$ cat config.mk
export PLATFORM = sky130hd
export DESIGN_NAME = imem_loader
export DESIGN_NICKNAME = d
export VERILOG_FILES = /design/src/rtl/imem_loader.sv
export SDC_FILE = /design/constraint.sdc
export NUM_CORES = 1
export LEC_CHECK = 0
export ABC_AREA = 0
export CELL_PAD_IN_SITES_DETAIL_PLACEMENT = 1
export CELL_PAD_IN_SITES_GLOBAL_PLACEMENT = 1
export CORE_UTILIZATION = 38
export DETAILED_ROUTE_END_ITERATION = 10
export PLACE_DENSITY_LB_ADDON = 0.1
export SYNTH_ARGS = -nofsm -noshare
export SYNTH_HDL_FRONTEND = slang
export SYNTH_SLANG_ARGS = --single-unit
$ cat constraint.sdc
create_clock -name clk -period 2.4 [get_ports clk]
set_input_delay 0.48 -clock clk [delete_from_list [all_inputs] [get_ports clk]]
set_output_delay 0.48 -clock clk [all_outputs]
set_load 0.03 [all_outputs]
$ cat src/rtl/imem_loader.sv
// Boot loader: receives a byte-stream program image (count, data, XOR checksum),
// writes it word by word into the instruction memory and owns the core's reset release.
module imem_loader #(
    parameter int          DEPTH     = 256,
    parameter logic [31:0] BASE_ADDR = 32'h0000_0000
) (
    input  logic        clk,
    input  logic        rst,
    input  logic        start,
    input  logic        byte_valid,
    input  logic [7:0]  byte_data,
    output logic        byte_ready,
    output logic        we,
    output logic [31:0] waddr,
    output logic [31:0] wdata,
    output logic        cpu_rst,
    output logic        busy,
    output logic        done,
    output logic        err
);

    localparam int                IDX_W   = $clog2(DEPTH + 1);
    localparam logic [31:0]       DEPTH_W = 32'(DEPTH);
    localparam logic [IDX_W-1:0]  ONE     = IDX_W'(1);

    typedef enum logic [2:0] {
        S_IDLE,
        S_HDR,
        S_LOAD,
        S_CSUM,
        S_DONE,
        S_ERR
    } state_t;

    state_t            state_q, state_d;
    logic [1:0]        cnt_q, cnt_d;
    logic [23:0]       asm_q, asm_d;
    logic [IDX_W-1:0]  n_q, n_d;
    logic [IDX_W-1:0]  idx_q, idx_d;
    logic [7:0]        xor_q, xor_d;
    logic              we_q, we_d;
    logic [31:0]       waddr_q, waddr_d;
    logic [31:0]       wdata_q, wdata_d;
    logic              cpu_rst_q, cpu_rst_d;
    logic              done_q, done_d;
    logic              err_q, err_d;

    logic              in_load;
    logic              accept;
    logic [31:0]       full_word;

    assign in_load   = (state_q == S_HDR) || (state_q == S_LOAD) || (state_q == S_CSUM);
    assign accept    = byte_valid && in_load;
    // The first three bytes sit in asm_q; the arriving byte completes the little-endian word.
    assign full_word = {byte_data, asm_q};

    always_comb begin
        // NOTE: every next-state signal gets its hold value first so no path can infer a latch.
        state_d   = state_q;
        cnt_d     = cnt_q;
        asm_d     = asm_q;
        n_d       = n_q;
        idx_d     = idx_q;
        xor_d     = xor_q;
        we_d      = 1'b0;
        waddr_d   = waddr_q;
        wdata_d   = wdata_q;
        cpu_rst_d = cpu_rst_q;
        done_d    = done_q;
        err_d     = err_q;

        unique case (state_q)
            S_IDLE, S_DONE, S_ERR: begin
                if (start) begin
                    state_d   = S_HDR;
                    cnt_d     = 2'd0;
                    idx_d     = '0;
                    xor_d     = 8'h00;
                    done_d    = 1'b0;
                    err_d     = 1'b0;
                    cpu_rst_d = 1'b1;
                end
            end
            S_HDR: begin
                if (accept) begin
                    cnt_d = cnt_q + 2'd1;
                    asm_d = {byte_data, asm_q[23:8]};
                    if (cnt_q == 2'd3) begin
                        if (full_word == 32'd0) begin
                            state_d = S_CSUM;
                        end else if (full_word > DEPTH_W) begin
                            state_d = S_ERR;
                            err_d   = 1'b1;
                        end else begin
                            state_d = S_LOAD;
                            n_d     = full_word[IDX_W-1:0];
                        end
                    end
                end
            end
            S_LOAD: begin
                if (accept) begin
                    cnt_d = cnt_q + 2'd1;
                    asm_d = {byte_data, asm_q[23:8]};
                    xor_d = xor_q ^ byte_data;
                    if (cnt_q == 2'd3) begin
                        we_d    = 1'b1;
                        wdata_d = full_word;
                        waddr_d = BASE_ADDR + 32'({idx_q, 2'b00});
                        idx_d   = idx_q + ONE;
                        if (idx_q == n_q - ONE) begin
                            state_d = S_CSUM;
                        end
                    end
                end
            end
            S_CSUM: begin
                if (accept) begin
                    if (byte_data == xor_q) begin
                        state_d   = S_DONE;
                        done_d    = 1'b1;
                        cpu_rst_d = 1'b0;
                    end else begin
                        state_d = S_ERR;
                        err_d   = 1'b1;
                    end
                end
            end
            default: state_d = S_IDLE;
        endcase
    end

    always_ff @(posedge clk) begin
        if (rst) begin
            state_q   <= S_IDLE;
            cnt_q     <= 2'd0;
            asm_q     <= 24'd0;
            n_q       <= '0;
            idx_q     <= '0;
            xor_q     <= 8'h00;
            we_q      <= 1'b0;
            waddr_q   <= 32'd0;
            wdata_q   <= 32'd0;
            cpu_rst_q <= 1'b1;
            done_q    <= 1'b0;
            err_q     <= 1'b0;
        end else begin
            state_q   <= state_d;
            cnt_q     <= cnt_d;
            asm_q     <= asm_d;
            n_q       <= n_d;
            idx_q     <= idx_d;
            xor_q     <= xor_d;
            we_q      <= we_d;
            waddr_q   <= waddr_d;
            wdata_q   <= wdata_d;
            cpu_rst_q <= cpu_rst_d;
            done_q    <= done_d;
            err_q     <= err_d;
        end
    end

    assign byte_ready = in_load;
    assign busy       = in_load;
    assign we         = we_q;
    assign waddr      = waddr_q;
    assign wdata      = wdata_q;
    assign cpu_rst    = cpu_rst_q;
    assign done       = done_q;
    assign err        = err_q;

endmodule

==> impl_metrics.prom, run 1 <==
# TYPE chip_impl_metric gauge
chip_impl_info{name="clock-root-buffer",value="clkbuf_16"} 1
chip_impl_metric{name="cp_data_required_time",unit="ns"} 2.66
chip_impl_metric{name="finalSetupViolations",unit=""} 0
chip_impl_metric{name="critPathArrivalTime",unit="ns"} 2.48
chip_impl_metric{name="place.detailed.hpwl",unit="mm"} 8.674
chip_impl_info{name="min_to",value="cnt_q[0]"} 1
chip_impl_metric{name="clockPowerShare",unit=""} 0.351
chip_impl_metric{name="layout.core_utilization",unit=""} 0.4782
chip_impl_metric{name="share_seq_of_total_power",unit=""} 0.434
chip_impl_metric{name="drive_above_1_share",unit=""} 0.07348
chip_impl_info{name="cpLargestDelayFamily",value="simple AND/OR/NAND/NOR gates"} 1
chip_impl_metric{name="numCtsBuffers",unit=""} 9
chip_impl_metric{name="async_flop_share",unit=""} 0
chip_impl_metric{name="route.detailed.wl_per_inst",unit="um"} 15.78
chip_impl_metric{name="postSynthCellCount",unit=""} 567
chip_impl_metric{name="hold_depth",unit=""} 2
chip_impl_metric{name="initial_utilization",unit=""} 0.3917
chip_impl_metric{name="powerDensity",unit="nW/um^2"} 773.2
chip_impl_metric{name="reported_leakage_power",unit="nW"} 2.027
chip_impl_metric{name="swShare",unit=""} 0.3231
chip_impl_metric{name="grt_start_max_net_pins",unit=""} 32
chip_impl_metric{name="synth_edf_count",unit=""} 0
chip_impl_metric{name="chipHeight",unit="um"} 111.0
chip_impl_metric{name="io_pins",unit=""} 82
chip_impl_metric{name="cts_hold_repair.buffers",unit=""} 0
chip_impl_metric{name="gr-usage-all-layers",unit=""} 0.2060
chip_impl_info{name="synthTopCellsByArea",value="dfxtp_1 44%, nand2_1 12%, a21oi_1 9.4%, xor2_1 4.1%, buf_4 4.0%"} 1
chip_impl_metric{name="wire_length_of_the_first_global_routing_pass",unit="mm"} 19.98
chip_impl_metric{name="maxCapViolCount",unit=""} 0
chip_impl_metric{name="portBuffers",unit=""} 58
chip_impl_metric{name="clkLatencyLatePin",unit="ns"} 0.36
chip_impl_metric{name="multiInputGateArea",unit="sq um"} 2237
chip_impl_info{name="timing.critical_path.cells",value="or4_1, nor3_1, o21ai_1, a2111oi_2, nand4_1, a311oi_1"} 1
chip_impl_metric{name="maxSlewHeadroom",unit=""} 0.6009
chip_impl_info{name="critical_path.startpoint_type",value="flip-flop"} 1
chip_impl_metric{name="num-fill-cells",unit=""} 1430
chip_impl_metric{name="clkTransAtPathRegs",unit="ns"} 0.07
chip_impl_metric{name="sequential_standard_cell_area",unit="sq um"} 2002
chip_impl_metric{name="p_comb_frac",unit=""} 0.215
chip_impl_metric{name="nets",unit=""} 637
chip_impl_metric{name="first_global_vias",unit=""} 3970
chip_impl_metric{name="slew_violations",unit=""} 0
chip_impl_info{name="reg2reg_capture_point",value="state_q[0]"} 1
chip_impl_metric{name="drt_iter0_drc",unit=""} 159
chip_impl_metric{name="ctsLongestPathBuffers",unit=""} 2
chip_impl_metric{name="post_drt_antenna_nets",unit=""} 0
chip_impl_info{name="criticalPathCategory",value="flip-flop to flip-flop"} 1
chip_impl_info{name="synth-main-ff-cell",value="dfxtp_1"} 1
chip_impl_metric{name="clock_tree.htree_level_count",unit=""} 3
chip_impl_metric{name="die_area",unit="sq um"} 12310
chip_impl_info{name="failing_checks",value="DRC"} 1
chip_impl_metric{name="worst_pin_slew",unit="ns"} 0.5941
chip_impl_info{name="worst_hold_startpoint",value="rst"} 1
chip_impl_metric{name="overflow",unit=""} 0
chip_impl_metric{name="synth_warnings",unit=""} 0
chip_impl_info{name="outcome",value="complete, but fails checks"} 1
chip_impl_metric{name="drt_pre_antenna_iters",unit=""} 7
chip_impl_metric{name="routabilityCongestion",unit=""} 0.7857
chip_impl_metric{name="fmaxAchievable",unit="GHz"} 0.4507
chip_impl_info{name="crit_path_top_delay_cell",value="or4_1"} 1
chip_impl_metric{name="clock_skew",unit="ns"} 0.01003
chip_impl_metric{name="vias_per_cell",unit=""} 5.129
chip_impl_metric{name="sequential_cell_area_fraction_in_the_yosys_report",unit=""} 0.4438
chip_impl_metric{name="total_inserted_antenna_cells",unit=""} 0
chip_impl_metric{name="dpl.cell_count",unit=""} 754
chip_impl_metric{name="synth_cell_types",unit=""} 48
chip_impl_metric{name="tritoncts_num_sinks",unit=""} 100
chip_impl_info{name="worst_r2r_startpoint",value="n_q[3]"} 1
chip_impl_metric{name="ir_worst_vdd",unit="V"} 0.0005143
chip_impl_metric{name="final_cell_count_no_fill",unit=""} 769
chip_impl_metric{name="die_w",unit="um"} 111.0
chip_impl_info{name="setup_crit_end_kind",value="flip-flop"} 1
chip_impl_metric{name="drc_errors_left",unit=""} 8
chip_impl_metric{name="layout_min_cycle_time",unit="ns"} 2.219
chip_impl_metric{name="fp-row-count",unit=""} 39
chip_impl_metric{name="critical_path_buf_inv_count",unit=""} 0
chip_impl_metric{name="path_max_fanout",unit=""} 8
chip_impl_metric{name="internal_power",unit="mW"} 2.882
chip_impl_metric{name="drt-total-wl",unit="mm"} 12.14
chip_impl_metric{name="area_growth_syn_to_layout",unit="%"} 22.08
chip_impl_metric{name="synth_largest_type_area_fraction",unit=""} 0.4438
chip_impl_metric{name="antenna_found_initial",unit=""} 0
chip_impl_metric{name="reg2reg_setup_slack",unit="ns"} 0.18
chip_impl_metric{name="synth-seq-cells",unit=""} 100
chip_impl_metric{name="core_area",unit="sq um"} 11520
chip_impl_metric{name="worst_case_reg_to_reg_path_depth",unit=""} 6
chip_impl_info{name="tritoncts",value="done"} 1
chip_impl_metric{name="critical-path-max-stage-delay",unit="ns"} 0.55
chip_impl_info{name="synth_top_area_cell",value="dfxtp_1"} 1
chip_impl_metric{name="hold_viol_final",unit=""} 0
chip_impl_metric{name="synth.cell_area",unit="sq um"} 4511
chip_impl_info{name="synthTopCellsByCount",value="144 x nand2_1, 100 x dfxtp_1, 85 x a21oi_1, 38 x nor2_1, 29 x clkbuf_1"} 1
chip_impl_info{name="hold_class",value="primary input to flip-flop"} 1
chip_impl_metric{name="final.period_utilization",unit=""} 0.9245
chip_impl_info{name="synth_most_common_cell",value="nand2_1"} 1
chip_impl_info{name="rsz0062_at_grt",value="no"} 1
chip_impl_metric{name="net-switching-power",unit="mW"} 1.376
chip_impl_metric{name="synthesis.area_per_instance",unit="sq um"} 7.955
chip_impl_metric{name="vias",unit=""} 3944
## cells by family after synthesis
family / Yosys count / share of synthesized area
mux: 9 / 0.01997
buf+inv: 64 / 0.08016
flops: 100 / 0.4438
fa+ha+maj: 3 / 0.008323
other cells: 1 / 0.0008314
compound gates: 120 / 0.1531
simple gates: 244 / 0.2433
xor+xnor: 26 / 0.05049
## worst max-delay path by stage
stage | slack (ns) | to | cells after the start | startpoint
floorplan | 0.42 | idx_q[7] | 8 | state_q[0]
detailed placement | -0.02 | state_q[1] | 8 | n_q[0]
CTS | 0.16 | state_q[1] | 6 | n_q[3]
finish | 0.18 | state_q[0] | 6 | n_q[3]
global placement | 0.08 | state_q[1] | 6 | byte_data[3]
global route | 0.008 | state_q[1] | 6 | n_q[3]
## placed cells by master (no fill, tap or decap), drive strengths merged, types with 4 or more instances in the layout
master,count
buf,24
clkdlybuf4s50,55
mux2i,9
xor2,21
inv,6
nor4,10
nor2,38
nand2b,7
nand2,144
dfxtp,100
nor2b,4
a21oi,85
nand4,5
clkbuf,10
o21ai,15
nand3,5
nand3b,12
conb,23
xnor2,5
nor3,6
## metrics by stage
step | hold WS (ns) | setup TNS (ns) | setup slack, ns | cell area (sq um) | total power, mW
after floorplan | 0.4572 | 0 | 0.4223 | 4593 | 2.547
after global placement | 0.4436 | 0 | 0.08327 | 5202 | 2.800
after detailed placement | 0.4493 | -0.01902 | -0.01772 | 5202 | 2.827
after CTS | 0.4345 | 0 | 0.1638 | 5502 | 4.300
after global routing | 0.4662 | 0 | 0.007984 | 5507 | 4.466
final | 0.4426 | 0 | 0.1813 | 5507 | 4.258
## what timing repair did
action / CTS / global route
hold endpoints to repair: 0 / 0
resized for setup: 3 / 2
buffers inserted: 0 / 0
cloned: 0 / 0
setup endpoints to repair: 4 / 1
pin swaps: 0 / 2
## power by group through the flow
stage | Clock (mW) | Sequential (mW) | Combinational (mW)
2_1_floorplan | 0 | 1.84 | 0.711
4_1_cts | 1.53 | 1.85 | 0.925
3_5_place_dp | 0 | 1.89 | 0.941
6_report | 1.49 | 1.85 | 0.916
5_1_grt | 1.59 | 1.87 | 1.01
3_3_place_gp | 0 | 1.88 | 0.917
## per-layer routing
| layer | GRT usage | vias up | share of wire |
|---|---|---|---|
| met2 | 0.3455 | 57 | 0.49 |
| met1 | 0.2579 | 1902 | 0.47 |
| met4 | 0.09498 | 0 | 0.020 |
| li1 | - | 1967 | - |
| met3 | 0.03499 | 18 | 0.027 |
| met5 | 0 | - | 0 |
## state kept, by name (all words and copies together), names as in the netlist
| register | flops |
|---|---|
| cpu_rst | 1 |
| we | 1 |
| n_q | 9 |
| state_q | 3 |
| wdata | 32 |
| waddr | 9 |
| idx_q | 9 |
| asm_q | 24 |
| done | 1 |
| err | 1 |
| xor_q | 8 |
| cnt_q | 2 |
## cell type report
type | count | share of cell area
inverters | 5 | 0.003408
multi-input cells | 425 | 0.4063
flip-flops and latches | 100 | 0.3636
clock buffers | 10 | 0.04340
repair buffers | 81 | 0.1400
clock inverters | 5 | 0.01091
well taps | 143 | 0.03249
No activity file was read; power rests on OpenSTA's default activity.
==> run 2, diff against run 1 <==
- CAP_MARGIN: unset -> 20
==> results of run 2 <==
Same layout as run 1: the final DEF is identical, and so are final timing and power.
==> run 3, diff against run 2 <==
- CAP_MARGIN: 20 -> 5
==> results of run 3 <==
Same layout as run 1: the final DEF is identical, and so are final timing and power.
